File: src/rtl/countdown_pkg.sv
// Shared types and constants for the mm:ss BCD countdown timer.
package countdown_pkg;

    typedef enum logic [1:0] {
        ST_IDLE  = 2'd0,
        ST_RUN   = 2'd1,
        ST_PAUSE = 2'd2,
        ST_DONE  = 2'd3
    } state_t;

    typedef logic [3:0] bcd_t;

    localparam bcd_t BCD_NINE = 4'd9;

endpackage

File: src/rtl/bcd_down_digit.sv
// One BCD down-counting digit: wraps 0 -> MAX with a borrow, clamps loads to MAX.
module bcd_down_digit
    import countdown_pkg::*;
#(
    parameter int MAX = 9
) (
    input  logic clk,
    input  logic rst,
    input  logic en,
    input  logic ld,
    input  bcd_t d,
    output bcd_t q,
    output logic borrow_out
);

    localparam bcd_t MAX_BCD = bcd_t'(MAX);

    bcd_t r_q;
    bcd_t w_d_clamped;

    assign w_d_clamped = (d > MAX_BCD) ? MAX_BCD : d;
    assign borrow_out  = en && (r_q == 4'd0);
    assign q           = r_q;

    always_ff @(posedge clk or negedge rst) begin
        if (!rst) begin
            r_q <= 4'd0;
        end else if (ld) begin
            r_q <= w_d_clamped;
        end else if (en) begin
            r_q <= (r_q == 4'd0) ? MAX_BCD : (r_q - 4'd1);
        end
    end

endmodule

File: src/rtl/countdown_timer_bcd.sv
// Loadable mm:ss BCD countdown timer with start/pause/done control, ticked by a clock enable.
module countdown_timer_bcd
    import countdown_pkg::*;
#(
    parameter int MAX_MIN_TENS = 5,
    parameter int MAX_SEC_TENS = 5
) (
    input  logic        clk,
    input  logic        rst,
    input  logic        ce,
    input  logic        ld,
    input  logic [15:0] d,
    input  logic        start,
    input  logic        stop,
    output logic [15:0] q,
    output logic        running,
    output logic        expired,
    output logic        done
);

    state_t      r_state;
    logic        r_running;
    logic        r_expired;
    logic        r_done;

    logic [15:0] w_q;
    logic [4:0]  w_en;
    logic [3:0]  w_borrow;
    logic        w_q_zero;
    logic        w_q_one;
    logic        w_dec;
    logic        w_start_only;
    logic        w_expire_tick;

    assign w_q_zero     = (w_q == 16'h0000);
    assign w_q_one      = (w_q == 16'h0001);
    assign w_start_only = start && !stop;

    // Never decrement 00:00, so the chain cannot underflow.
    assign w_dec   = (r_state == ST_RUN) && !ld && !stop && ce && !w_q_zero;
    assign w_en[0] = w_dec;

    // Digit order: s1, s10, m1, m10 (least significant first).
    for (genvar gi = 0; gi < 4; gi++) begin : g_digit
        localparam int LMAX = (gi % 2 == 0) ? int'(BCD_NINE)
                            : ((gi == 1) ? MAX_SEC_TENS : MAX_MIN_TENS);

        bcd_down_digit #(
            .MAX(LMAX)
        ) u_digit (
            .clk        (clk),
            .rst        (rst),
            .en         (w_en[gi]),
            .ld         (ld),
            .d          (d[gi*4 +: 4]),
            .q          (w_q[gi*4 +: 4]),
            .borrow_out (w_borrow[gi])
        );

        assign w_en[gi+1] = w_en[gi] & w_borrow[gi];
    end

    // A borrow out of the top digit would be a wrap past 00:00; treat it as expiry as well.
    assign w_expire_tick = w_dec && (w_q_one || w_en[4]);

    always_ff @(posedge clk or negedge rst) begin
        if (!rst) begin
            r_state   <= ST_IDLE;
            r_running <= 1'b0;
            r_expired <= 1'b0;
            r_done    <= 1'b0;
        end else begin
            r_done <= 1'b0;
            if (ld) begin
                r_state   <= ST_IDLE;
                r_running <= 1'b0;
                r_expired <= 1'b0;
            end else begin
                case (r_state)
                    ST_IDLE: begin
                        if (w_start_only) begin
                            if (w_q_zero) begin
                                r_state   <= ST_DONE;
                                r_expired <= 1'b1;
                                r_done    <= 1'b1;
                            end else begin
                                r_state   <= ST_RUN;
                                r_running <= 1'b1;
                            end
                        end
                    end
                    ST_RUN: begin
                        if (stop) begin
                            r_state   <= ST_PAUSE;
                            r_running <= 1'b0;
                        end else if (w_expire_tick) begin
                            r_state   <= ST_DONE;
                            r_running <= 1'b0;
                            r_expired <= 1'b1;
                            r_done    <= 1'b1;
                        end
                    end
                    ST_PAUSE: begin
                        if (w_start_only) begin
                            r_state   <= ST_RUN;
                            r_running <= 1'b1;
                        end
                    end
                    ST_DONE: begin
                        r_state <= ST_DONE;
                    end
                    default: begin
                        r_state   <= ST_IDLE;
                        r_running <= 1'b0;
                        r_expired <= 1'b0;
                    end
                endcase
            end
        end
    end

    assign q       = w_q;
    assign running = r_running;
    assign expired = r_expired;
    assign done    = r_done;

endmodule

File: config.mk
export PLATFORM = sky130hd
export DESIGN_NAME = countdown_timer_bcd
export DESIGN_NICKNAME = d
export VERILOG_FILES = /design/src/rtl/countdown_pkg.sv /design/src/rtl/bcd_down_digit.sv /design/src/rtl/countdown_timer_bcd.sv
export SDC_FILE = /design/constraint.sdc
export NUM_CORES = 1
export LEC_CHECK = 0
export CAP_MARGIN = 0
export CELL_PAD_IN_SITES_DETAIL_PLACEMENT = 1
export CELL_PAD_IN_SITES_GLOBAL_PLACEMENT = 1
export CORE_MARGIN = 8
export CORE_UTILIZATION = 31
export DETAILED_ROUTE_END_ITERATION = 16
export GPL_ROUTABILITY_DRIVEN = 0
export PLACE_DENSITY = 0.83
export SLEW_MARGIN = 30
export SYNTH_ARGS = -nofsm -noshare
export SYNTH_HDL_FRONTEND = slang
export SYNTH_HIERARCHICAL = 1
export SYNTH_SLANG_ARGS = --single-unit
File: constraint.sdc
create_clock -name clk -period 3.8 [get_ports clk]
set_input_delay 0.38 -clock clk [delete_from_list [all_inputs] [get_ports clk]]
set_output_delay 0.38 -clock clk [all_outputs]
set_load 0.01 [all_outputs]
==> out/metrics.csv <==
metric;value;unit
final cell count without fillers;258;
iteration count of the initial detailed-routing pass;4;
part of the Yosys area used for sequential elements;39.40;%
Max Clk Rate;259.4;MHz
power density cells;265.1;nW/um2
total of hold buffers inserted after clock tree synthesis;0;
Final Hold Vio Count;0;
number of distinct library cells after synthesis;35;
post-synthesis area per instance;9.880;um2
Detail Placement HPWL;3170;um
ratio of cells with drive above 1 in the final layout;26.70;%
grt met1 use;16.04;%
origin of the worst setup path;r_state[1];
nets in the synthesized netlist;157;
Data required, critical path;3.94;ns
CTS tree;built;
DP Cell Count;243;
width of the die;81.60;um
global-route track usage on met2;21.80;%
cell area after synthesis;1334;um2
largest net degree at the start of global routing;36;
final period utilization;101.4;%
total number of clock tree sinks;21;
post-detailed-route DRC marker count;0;
static leakage;0.7888;nW
setup skew after layout;0.001158;ns
standard cell core area;4234;um2
Total GRT Usage;13.04;%
clock buffer depth;2;
final count of negative-setup-slack endpoints;2;
share of flip-flops with an asynchronous set or reset after synthesis;100.0;%
remaining number of nets flagged by the antenna check after routing;0;
yosys warns;6;
Total Die Area;6658;um2
number of synthesized flops with an enable pin;0;
result of the run;finished, violations left;
total grt overflow;0;
Clock Tree Root;sky130_fd_sc_hd__clkbuf_8;
RSZ-0062 raised after global routing;true;
Crit Path Max Fanout;2;
post-synthesis sequential element count;21;
via count of the first global-routing pass;1464;
violations in the final reports;setup timing;
antenna cell count;0;
Post-layout nets;229;
headroom to the max-slew limit;65.78;%
clock buffers created by TritonCTS;3;
synthesized instance count;135;
average wire per standard cell;17.45;um
vertical die dimension;81.60;um
number of placed I/O pins;41;
later-pin clock latency in the skew report;0.26;ns
routed via count divided by cell count;5.182;
leading cell type in the layout, fill and taps excluded;sky130_fd_sc_hd__clkdlybuf4s50_1;
leading cell types in the layout, fill and taps excluded;37 x sky130_fd_sc_hd__clkdlybuf4s50_1, 27 x sky130_fd_sc_hd__buf_4, 21 x sky130_fd_sc_hd__dfrtp_1;
clock-pin slew on the worst setup and hold paths;0.08;ns
Initial Utilization;31.50;%
main flop type after synthesis;sky130_fd_sc_hd__dfrtp_1;
detailed router's first-iteration violation count;43;
worst slew pin tran;0.5133;ns
Worst IR Drop VDD;0.1624;mV
endpoint kind of the worst setup timing path;register;
data arrival time of the critical path;3.99;ns
start of the worst register-to-register path;r_state[1];
type of the worst setup path;register to register;
FP Rows;24;
wire length of the first global-routing pass;7010;um
GRT met3 Usage;3.501;%
max_cap viols;0;
Final WS setup;-0.05471;ns
depth of the CTS H-tree;1;
total via count after detailed routing;1337;
area added between synthesis and finish;56.66;%
routed wire length;4502;um
setup total negative slack;-0.1035;ns
number of antenna violations at the first check in global routing;0;
worst min path class;primary input to asynchronous set/reset pin;
GRT Max-Usage Layer;met2;
final worst path period need;3.855;ns
buffers added on ports;40;
crit start category;register;
Slew Viols, Final;0;
## cells in the mapped netlist (2+ instances only)
cell | count | area [um2]
sky130_fd_sc_hd__nor3b_1 | 2 | 15.01
sky130_fd_sc_hd__inv_1 | 8 | 30.03
sky130_fd_sc_hd__nor2b_1 | 5 | 31.28
sky130_fd_sc_hd__nand2_1 | 8 | 30.03
sky130_fd_sc_hd__nor3_1 | 3 | 15.01
sky130_fd_sc_hd__xor2_1 | 2 | 17.52
sky130_fd_sc_hd__o21a_1 | 2 | 15.01
sky130_fd_sc_hd__xnor2_1 | 6 | 52.55
sky130_fd_sc_hd__o21ai_0 | 10 | 50.05
sky130_fd_sc_hd__dfrtp_1 | 21 | 525.5
sky130_fd_sc_hd__a21oi_1 | 10 | 50.05
sky130_fd_sc_hd__nor4_1 | 3 | 18.77
sky130_fd_sc_hd__nor4b_4 | 2 | 47.55
sky130_fd_sc_hd__nand2b_1 | 7 | 43.79
sky130_fd_sc_hd__mux2i_1 | 3 | 30.03
sky130_fd_sc_hd__nor2_1 | 6 | 22.52
sky130_fd_sc_hd__a211oi_1 | 2 | 15.01
sky130_fd_sc_hd__nand3b_1 | 2 | 15.01
sky130_fd_sc_hd__nor3b_2 | 4 | 50.05
sky130_fd_sc_hd__a22oi_1 | 4 | 30.03
sky130_fd_sc_hd__o21ai_1 | 9 | 45.04
sky130_fd_sc_hd__nor4_4 | 3 | 63.81
## cell families (layout without fill, tap and decap cells)
family                 Yosys count  count (layout)  share of synthesized area [%]
AO/OA/AOI/OAI                   42              42                          19.23
XOR/XNOR                         8               8                          5.253
buffers and inverters            8              79                          2.251
flip-flops                      21              21                          39.40
multiplexers                     3               3                          2.251
AND/OR/NAND/NOR                 53              53                          31.61
## sequential cells by signal (all words and copies together), names as in the netlist
| register | count |
|---|---|
| done | 1 |
| g_digit.u_digit/q | 16 |
| running | 1 |
| expired | 1 |
| r_state | 2 |
## routing by layer
metal  part of all wire, %  routed length [um]
met1                    43                1934
met2                    51                2290
met3                   5.0                 224
met4                   1.2                  53
met5                     0                   0
## what timing repair did
action | in CTS | in global routing
setup endpoints to repair | 4 | 8
resized for setup | 4 | 8
buffers inserted | 0 | 11
cloned | 0 | 0
endpoints found under the hold margin | 0 | 0
pin swaps | 1 | 1
## cell type report
class	instances	area, um2
Tap cell	52	65.06
Fill cell	468	2145
Multi-Input combinational cell	106	832.0
Sequential cell	21	525.5
Inverter	8	30.03
Timing Repair Buffer	67	591.8
Clock buffer	4	45.04
## final timing paths
kind / to / slack [ns] / depth (start not counted)
worst max register to register: running / -0.05 / 21
worst min-delay path: g_digit[1].u_digit/q[0] / 0.08 / 1
worst min register to register: expired / 0.58 / 2
min in group clk: running / 0.48 / 4
max in group asynchronous: g_digit[0].u_digit/q[1] / 3.38 / 1
worst max-delay path: running / -0.05 / 21
## critical path, stage by stage (launching register included)
cell and delay (ns):
sky130_fd_sc_hd__dfrtp_1 0.40, sky130_fd_sc_hd__nor4b_2 0.28, sky130_fd_sc_hd__and2_1 0.21, sky130_fd_sc_hd__o21ai_2 0.08, sky130_fd_sc_hd__inv_1 0.09, sky130_fd_sc_hd__nor4b_4 0.24
sky130_fd_sc_hd__nor2b_4 0.21, sky130_fd_sc_hd__inv_2 0.04, sky130_fd_sc_hd__nor2_2 0.11, sky130_fd_sc_hd__nand2b_1 0.09, sky130_fd_sc_hd__nor4_2 0.18, sky130_fd_sc_hd__nand2_1 0.11
sky130_fd_sc_hd__nor2_2 0.11, sky130_fd_sc_hd__nor4b_4 0.23, sky130_fd_sc_hd__nor2b_2 0.18, sky130_fd_sc_hd__and3_4 0.19, sky130_fd_sc_hd__nor2b_4 0.15, sky130_fd_sc_hd__nand2b_1 0.12
sky130_fd_sc_hd__nor4_2 0.21, sky130_fd_sc_hd__nand3_1 0.14, sky130_fd_sc_hd__mux2i_2 0.22, sky130_fd_sc_hd__o211ai_1 0.12
## where the power goes
group	internal, W	switching [W]
clock	0.0000748	0.0000758
combinational	0.0000731	0.0000585
sequential	0.000238	0.0000337
total	0.000386	0.000168
## per-stage QoR
step / total power [W] / util (%) / instance area [um2] / hold slack, ns / setup WS [ns]
floorplan: 0.0003188 / - / 1360 / 0.08441 / 0.04130
global placement: 0.0003999 / 45.95 / 1946 / 0.5690 / -0.2846
detailed placement: 0.0004055 / 45.83 / 1941 / 0.3766 / -0.4510
CTS: 0.0005552 / 47.04 / 1992 / 0.08972 / 0.009048
global route: 0.0005792 / 49.35 / 2090 / 0.1073 / -0.2713
finish: 0.0005540 / 49.35 / 2090 / 0.07983 / -0.05471
Note: power is estimated with default switching activity, not from simulation.
